File: src/rtl/mac_ctrl.sv
// mac_ctrl - sequencer for the pipelined mac core.
// Fetches len operand pairs from two synchronous RAMs, streams them into mac
// with valid_in/eof framing, counts valid_out pulses, captures the final
// accumulator into res and strobes done.
// Optional drain watchdog: define MAC_CTRL_TIMEOUT_EN.
module mac_ctrl #(
  parameter int A_WIDTH    = 8,
  parameter int B_WIDTH    = 8,
  parameter int OUT_WIDTH  = 18,
  parameter int ADDR_WIDTH = 8,
  parameter int TIMEOUT    = 16
) (
  input  logic                        clk,
  input  logic                        reset,
  input  logic                        start,
  input  logic [ADDR_WIDTH:0]         len,
  input  logic                        hold,
  output logic                        busy,
  output logic                        done,
  output logic                        err,
  output logic signed [OUT_WIDTH-1:0] res,
  output logic                        rd_en,
  output logic [ADDR_WIDTH-1:0]       rd_addr,
  input  logic [A_WIDTH-1:0]          rd_a_data,
  input  logic [B_WIDTH-1:0]          rd_b_data,
  output logic                        mac_clear,
  output logic                        mac_enable,
  output logic                        mac_valid_in,
  output logic                        mac_eof,
  output logic [A_WIDTH-1:0]          mac_a,
  output logic [B_WIDTH-1:0]          mac_b,
  input  logic signed [OUT_WIDTH-1:0] mac_result,
  input  logic                        mac_valid_out
);

  typedef enum logic [2:0] {
    S_IDLE,
    S_CLEAR,
    S_RUN,
    S_DRAIN,
    S_DONE
  } state_t;

  localparam logic [ADDR_WIDTH:0] CNT_ONE = (ADDR_WIDTH+1)'(1);

  if (TIMEOUT < 1) begin : g_timeout_check
    $error("mac_ctrl: TIMEOUT must be at least 1");
  end

  state_t                        state;
  state_t                        state_nxt;
  logic [ADDR_WIDTH:0]           len_q;
  logic [ADDR_WIDTH:0]           issue_cnt;
  logic [ADDR_WIDTH:0]           valid_cnt;
  logic [ADDR_WIDTH:0]           valid_cnt_inc;
  logic                          vin_q;
  logic                          eof_q;
  logic                          err_q;
  logic signed [OUT_WIDTH-1:0]   res_q;
  logic                          active;
  logic                          step;
  logic                          issue;
  logic                          last_issue;
  logic                          vcount;
  logic                          final_hit;
  logic                          accept;
  logic                          reject;
  logic                          timeout;
  logic                          to_clr_q;

  // Shared decode of the current state and stall condition
  always_comb begin
    active        = (state == S_CLEAR) || (state == S_RUN) || (state == S_DRAIN);
    step          = active && !hold;
    issue         = (state == S_RUN) && !hold;
    last_issue    = (state == S_RUN) && (issue_cnt == len_q - CNT_ONE);
    vcount        = step && mac_valid_out && (state != S_CLEAR);
    valid_cnt_inc = valid_cnt + CNT_ONE;
    accept        = (state == S_IDLE) && start && (len != '0);
    reject        = (state == S_IDLE) && start && (len == '0);
    // Capture normally fires on the len-th pulse; the equality fallback
    // covers a count that already completed before DRAIN was reached.
    final_hit     = (state == S_DRAIN) && !hold &&
                    (vcount ? (valid_cnt_inc == len_q) : (valid_cnt == len_q));
  end

`ifdef MAC_CTRL_TIMEOUT_EN
  logic [31:0] wd_cnt;

  assign timeout = (state == S_DRAIN) && !hold && !vcount && !final_hit &&
                   ((wd_cnt + 32'd1) == 32'(TIMEOUT));

  // Drain watchdog: counts unheld DRAIN cycles since the last valid_out
  always_ff @(posedge clk or posedge reset) begin
    if (reset) begin
      wd_cnt   <= '0;
      to_clr_q <= 1'b0;
    end else begin
      to_clr_q <= timeout;
      if (state != S_DRAIN) begin
        wd_cnt <= '0;
      end else if (!hold) begin
        wd_cnt <= vcount ? '0 : wd_cnt + 32'd1;
      end
    end
  end
`else
  assign timeout  = 1'b0;
  assign to_clr_q = 1'b0;
`endif

  // State register
  always_ff @(posedge clk or posedge reset) begin
    if (reset) begin
      state <= S_IDLE;
    end else begin
      state <= state_nxt;
    end
  end

  // Next-state logic
  always_comb begin
    state_nxt = state;
    unique case (state)
      S_IDLE:  if (accept) state_nxt = S_CLEAR;
      S_CLEAR: if (!hold) state_nxt = S_RUN;
      S_RUN:   if (issue && last_issue) state_nxt = S_DRAIN;
      S_DRAIN: begin
        if (final_hit) begin
          state_nxt = S_DONE;
        end else if (timeout) begin
          state_nxt = S_IDLE;
        end
      end
      S_DONE:  state_nxt = S_IDLE;
      default: state_nxt = S_IDLE;
    endcase
  end

  // Datapath: job length, counters, MAC framing delay, result and error pulse
  always_ff @(posedge clk or posedge reset) begin
    if (reset) begin
      len_q     <= '0;
      issue_cnt <= '0;
      valid_cnt <= '0;
      vin_q     <= 1'b0;
      eof_q     <= 1'b0;
      err_q     <= 1'b0;
      res_q     <= '0;
    end else begin
      err_q <= reject || timeout;
      if (accept) begin
        len_q <= len;
      end
      if (step) begin
        vin_q <= issue;
        eof_q <= issue && last_issue;
        if (state == S_CLEAR) begin
          issue_cnt <= '0;
          valid_cnt <= '0;
        end else begin
          if (issue) begin
            issue_cnt <= issue_cnt + CNT_ONE;
          end
          if (vcount) begin
            valid_cnt <= valid_cnt_inc;
          end
        end
      end
      if (final_hit) begin
        res_q <= mac_result;
      end
    end
  end

  // Output decode
  always_comb begin
    busy         = (state != S_IDLE);
    done         = (state == S_DONE);
    err          = err_q;
    res          = res_q;
    rd_en        = issue;
    rd_addr      = issue_cnt[ADDR_WIDTH-1:0];
    mac_clear    = reset || (state == S_CLEAR) || to_clr_q;
    mac_enable   = step;
    mac_valid_in = vin_q;
    mac_eof      = eof_q;
    mac_a        = rd_a_data;
    mac_b        = rd_b_data;
  end

endmodule

File: config.mk
export PLATFORM = sky130hd
export DESIGN_NAME = mac_ctrl
export DESIGN_NICKNAME = d
export VERILOG_FILES = /design/src/rtl/mac_ctrl.sv
export SDC_FILE = /design/constraint.sdc
export NUM_CORES = 1
export LEC_CHECK = 0
export BUFFER_PORTS_ARGS = -buffer_cell sky130_fd_sc_hd__buf_2
export CORE_MARGIN = 2
export CORE_UTILIZATION = 45
export CTS_CLUSTER_DIAMETER = 50
export DETAILED_ROUTE_END_ITERATION = 8
export HOLD_SLACK_MARGIN = 0.12
export PLACE_DENSITY_LB_ADDON = 0.05
export RECOVER_POWER = 100
export SETUP_SLACK_MARGIN = 0.3
export SLEW_MARGIN = 5
export SYNTH_ARGS = -nofsm -noshare
export SYNTH_HDL_FRONTEND = slang
export SYNTH_SLANG_ARGS = --single-unit
File: constraint.sdc
create_clock -name clk -period 6.4 [get_ports clk]
set_input_delay 1.6 -clock clk [delete_from_list [all_inputs] [get_ports clk]]
set_output_delay 1.6 -clock clk [all_outputs]
set_load 0.05 [all_outputs]
==> metrics.txt <==
status=finished with violations; failing checks=DRC, capacitance limit, slew limit; largest net degree at the start of global routing=52; critical path peak fanout=20; # IOs=98; Worst-path clk slew=100 ps; clk_lat worst skew=320 ps; WS Path Type=input pin to flop; largest cells by area after synthesis=dfrtp_1 (42%), mux2_1 (6.7%), buf_4 (6.5%), xnor2_1 (4.7%), xor2_1 (3.5%); first-pass GRT wire length=10,620 µm; Hold Vio Cnt, Final=0; largest area contributor in the netlist=dfrtp_1; total track usage=0.1830; Final ANT Viol Nets=0; max-cap violations=2; post-synth cell types=49; CTS resizes=0; Lkg Pwr=1.422 nW; Compound-Gate Fraction of Synth Area=0.1018; register area share after synthesis=0.4239; Yosys reg bits=51; nets=390; Final Util=0.5042; RSZ-0062 raised after global routing=false; GPL Wtd Cong=0.8244; share of cells above drive strength 1=0.1500; CTS max path bufs=2; row count=29; Ys Warns=0; share of Yosys cell area claimed by the top area cell type=0.4239; hold_ws=487.5 ps; CP most frequent cell=clkbuf_1; drt first pass iters=9; count leader, synth=dfrtp_1; slowest CP cell=clkbuf_1; peak supply drop=0.0002780 V; Vias=2,280; largest family of logic cells by synthesized area=simple AND/OR/NAND/NOR gates; Die H=85.79 µm; crit share post-route=0.7470; crit-path cells=clkbuf_1 > nand4bb_1 > or4_1 > xnor2_1 > o211ai_1 > nor4_4 > clkbuf_1 > mux2_1; Post-synth EDFFs=0; Worst Path Arrival=4990 ps; mux contribution to synthesized area=0.1043; Post-CTS Setup Repair Bufs=0; CP endpoint kind=flop; final count of negative-setup-slack endpoints=0; Final HPWL DP=4679 µm; CTS Hold Bufs=0; worst hold-check path type=flop to flop; filler-free cell count of the finished design=417; Final min period=4781 ps; CTS buffer count=5; Synth Cell Area=3010 µm²; initial antenna violation count=0; Die ar.=7360 µm²; CTS Root Cell=clkbuf_8; Synth Area in XOR/XNOR=0.08936; synthesized area per cell=9.903 µm²; commonest cells in the netlist=dfrtp_1 (51), buf_4 (26), nand2_1 (23); Post-Synth Simple-Gate Area=0.1725; Final Max Tran Viols=63; worst slew pin tran=1928 ps; core box area=6422 µm²; Area Growth Syn to Fin=7.565%; DR WL/cell=15.47 µm; Primary FF master, synth=dfrtp_1; Crit path max-delay family=simple AND/OR/NAND/NOR gates; Synth Instances=304; post-DR vias/cell=5.468; CTS tree=done; diode count=0; Worst EP required=6610 ps; Port Buf Inserts=65; Starting DRT DRC Count=134; placed inst area=3209 µm²; Remaining Overflow, GRT=0; P per Cell Area=460.3 nW/µm²; DRC viols=7; Post-Route Skew=7.544 ps; Buf/Inv on CP=2; FMAX=209.2 MHz; Post-Place Cells=409; # H-tree levels=2; Syn Nets=355; Adder-Cell Fraction of Synth Area=0.01247; Finished Cell Area=3238 µm²; Starting Density=0.4687; FFs w/ async S/R, synth=1.000; Setup TNS=0 ps; clk sinks=51; startpoint class of the critical path=input pin; vias in the first global route=2,137; Die W=85.79 µm; largest stage delay on the critical path=850 ps; Max-slew headroom=-0.2865; WL final=6453 µm
==> final timing paths <==
check	startpoint	to	slack [ps]	cells after the start
setup reg to reg	state[2]	res[1]	2560	7
hold / removal	mac_valid_in	mac_valid_in	490	2
hold reg to reg	mac_valid_in	mac_valid_in	490	2
min in group asynchronous	reset	res[7]	1910	2
max in group asynchronous	reset	valid_cnt[5]	3380	2
setup / recovery	hold	res[1]	1620	8
==> cells by family (layout without fill, tap and decap cells) <==
kind of cell | Yosys count | count (layout)
AOI/OAI and AO/OA | 47 | 47
adders and majority gates | 3 | 3
buffers and inverters | 50 | 86
and+or+nand+nor | 96 | 96
DFF | 51 | 51
xor gates and xnor gates | 29 | 29
muxes | 28 | 28
==> final cells by class <==
cell class,count,area [µm²]
clock buffer,6,82.58
clock inverter,2,16.27
fill,631,3184
inverter,11,41.29
multi-input combinational,203,1433
sequential,51,1276
tap,77,96.34
timing repair buffer,67,292.8
==> registers in the layout, summed over array words and instances (netlist names) <==
name,count
res,18
issue_cnt,9
len_q,9
valid_cnt,9
state,3
err,1
mac_eof,1
mac_valid_in,1
==> report_power, final <==
group | switching, mW | internal, mW
Combinational | 0.474 | 0.242
Clock | 0.115 | 0.0885
Sequential | 0.149 | 0.422
Total | 0.738 | 0.752
==> worst register-to-register path, delay by kind of cell, from the launching register on <==
| kind | cells | cell delay [ps] |
|---|---|---|
| muxes | 1 | 410 |
| and+or+nand+nor | 3 | 1600 |
| AOI/OAI and AO/OA | 1 | 180 |
| xor gates and xnor gates | 1 | 210 |
| buffers and inverters | 1 | 850 |
| DFF | 1 | 480 |
==> routing by layer <==
metal,share of wire,GRT usage
met3,0.044,0.04620
met5,0,0
met1,0.47,0.2419
met4,0.011,0.04906
met2,0.48,0.3004
==> through the flow <==
stage / total power [mW] / setup WS, ps
after detailed placement: 1.317 / 2183
after global placement: 1.308 / 2268
after floorplan: 1.187 / 2491
final: 1.491 / 1619
after global routing: 1.598 / 1343
after CTS: 1.526 / 2310
==> cells in the final DEF (no fill, tap or decap), types with 2 or more instances in the layout <==
| cell type | netlist | final |
|---|---|---|
| dfrtp_1 | 51 | 51 |
| mux2_1 | 18 | 18 |
| or2_2 | 2 | 2 |
| nor3_1 | 8 | 8 |
| mux2_2 | 9 | 9 |
| inv_1 | 11 | 11 |
| nor4_1 | 4 | 4 |
| o2111ai_1 | 2 | 2 |
| o41ai_1 | 2 | 2 |
| nand3b_1 | 3 | 3 |
| xnor2_1 | 16 | 16 |
| a21oi_1 | 8 | 8 |
| nor4b_1 | 2 | 3 |
| ha_1 | 3 | 3 |
| a31oi_1 | 3 | 3 |
| nor2_1 | 20 | 20 |
| buf_2 | 2 | 30 |
| xor2_1 | 12 | 12 |
| nand3_1 | 14 | 14 |
| o21ai_0 | 16 | 16 |
| clkbuf_8 | 0 | 6 |
| and3_1 | 2 | 2 |
| a22o_1 | 2 | 2 |
| nand4_1 | 3 | 3 |
| o211ai_1 | 3 | 3 |
| and2_1 | 3 | 3 |
| or3_1 | 4 | 4 |
| clkbuf_1 | 11 | 36 |
| a41oi_1 | 2 | 2 |
| nand2_1 | 23 | 23 |
(Power assumes the default switching activity.)
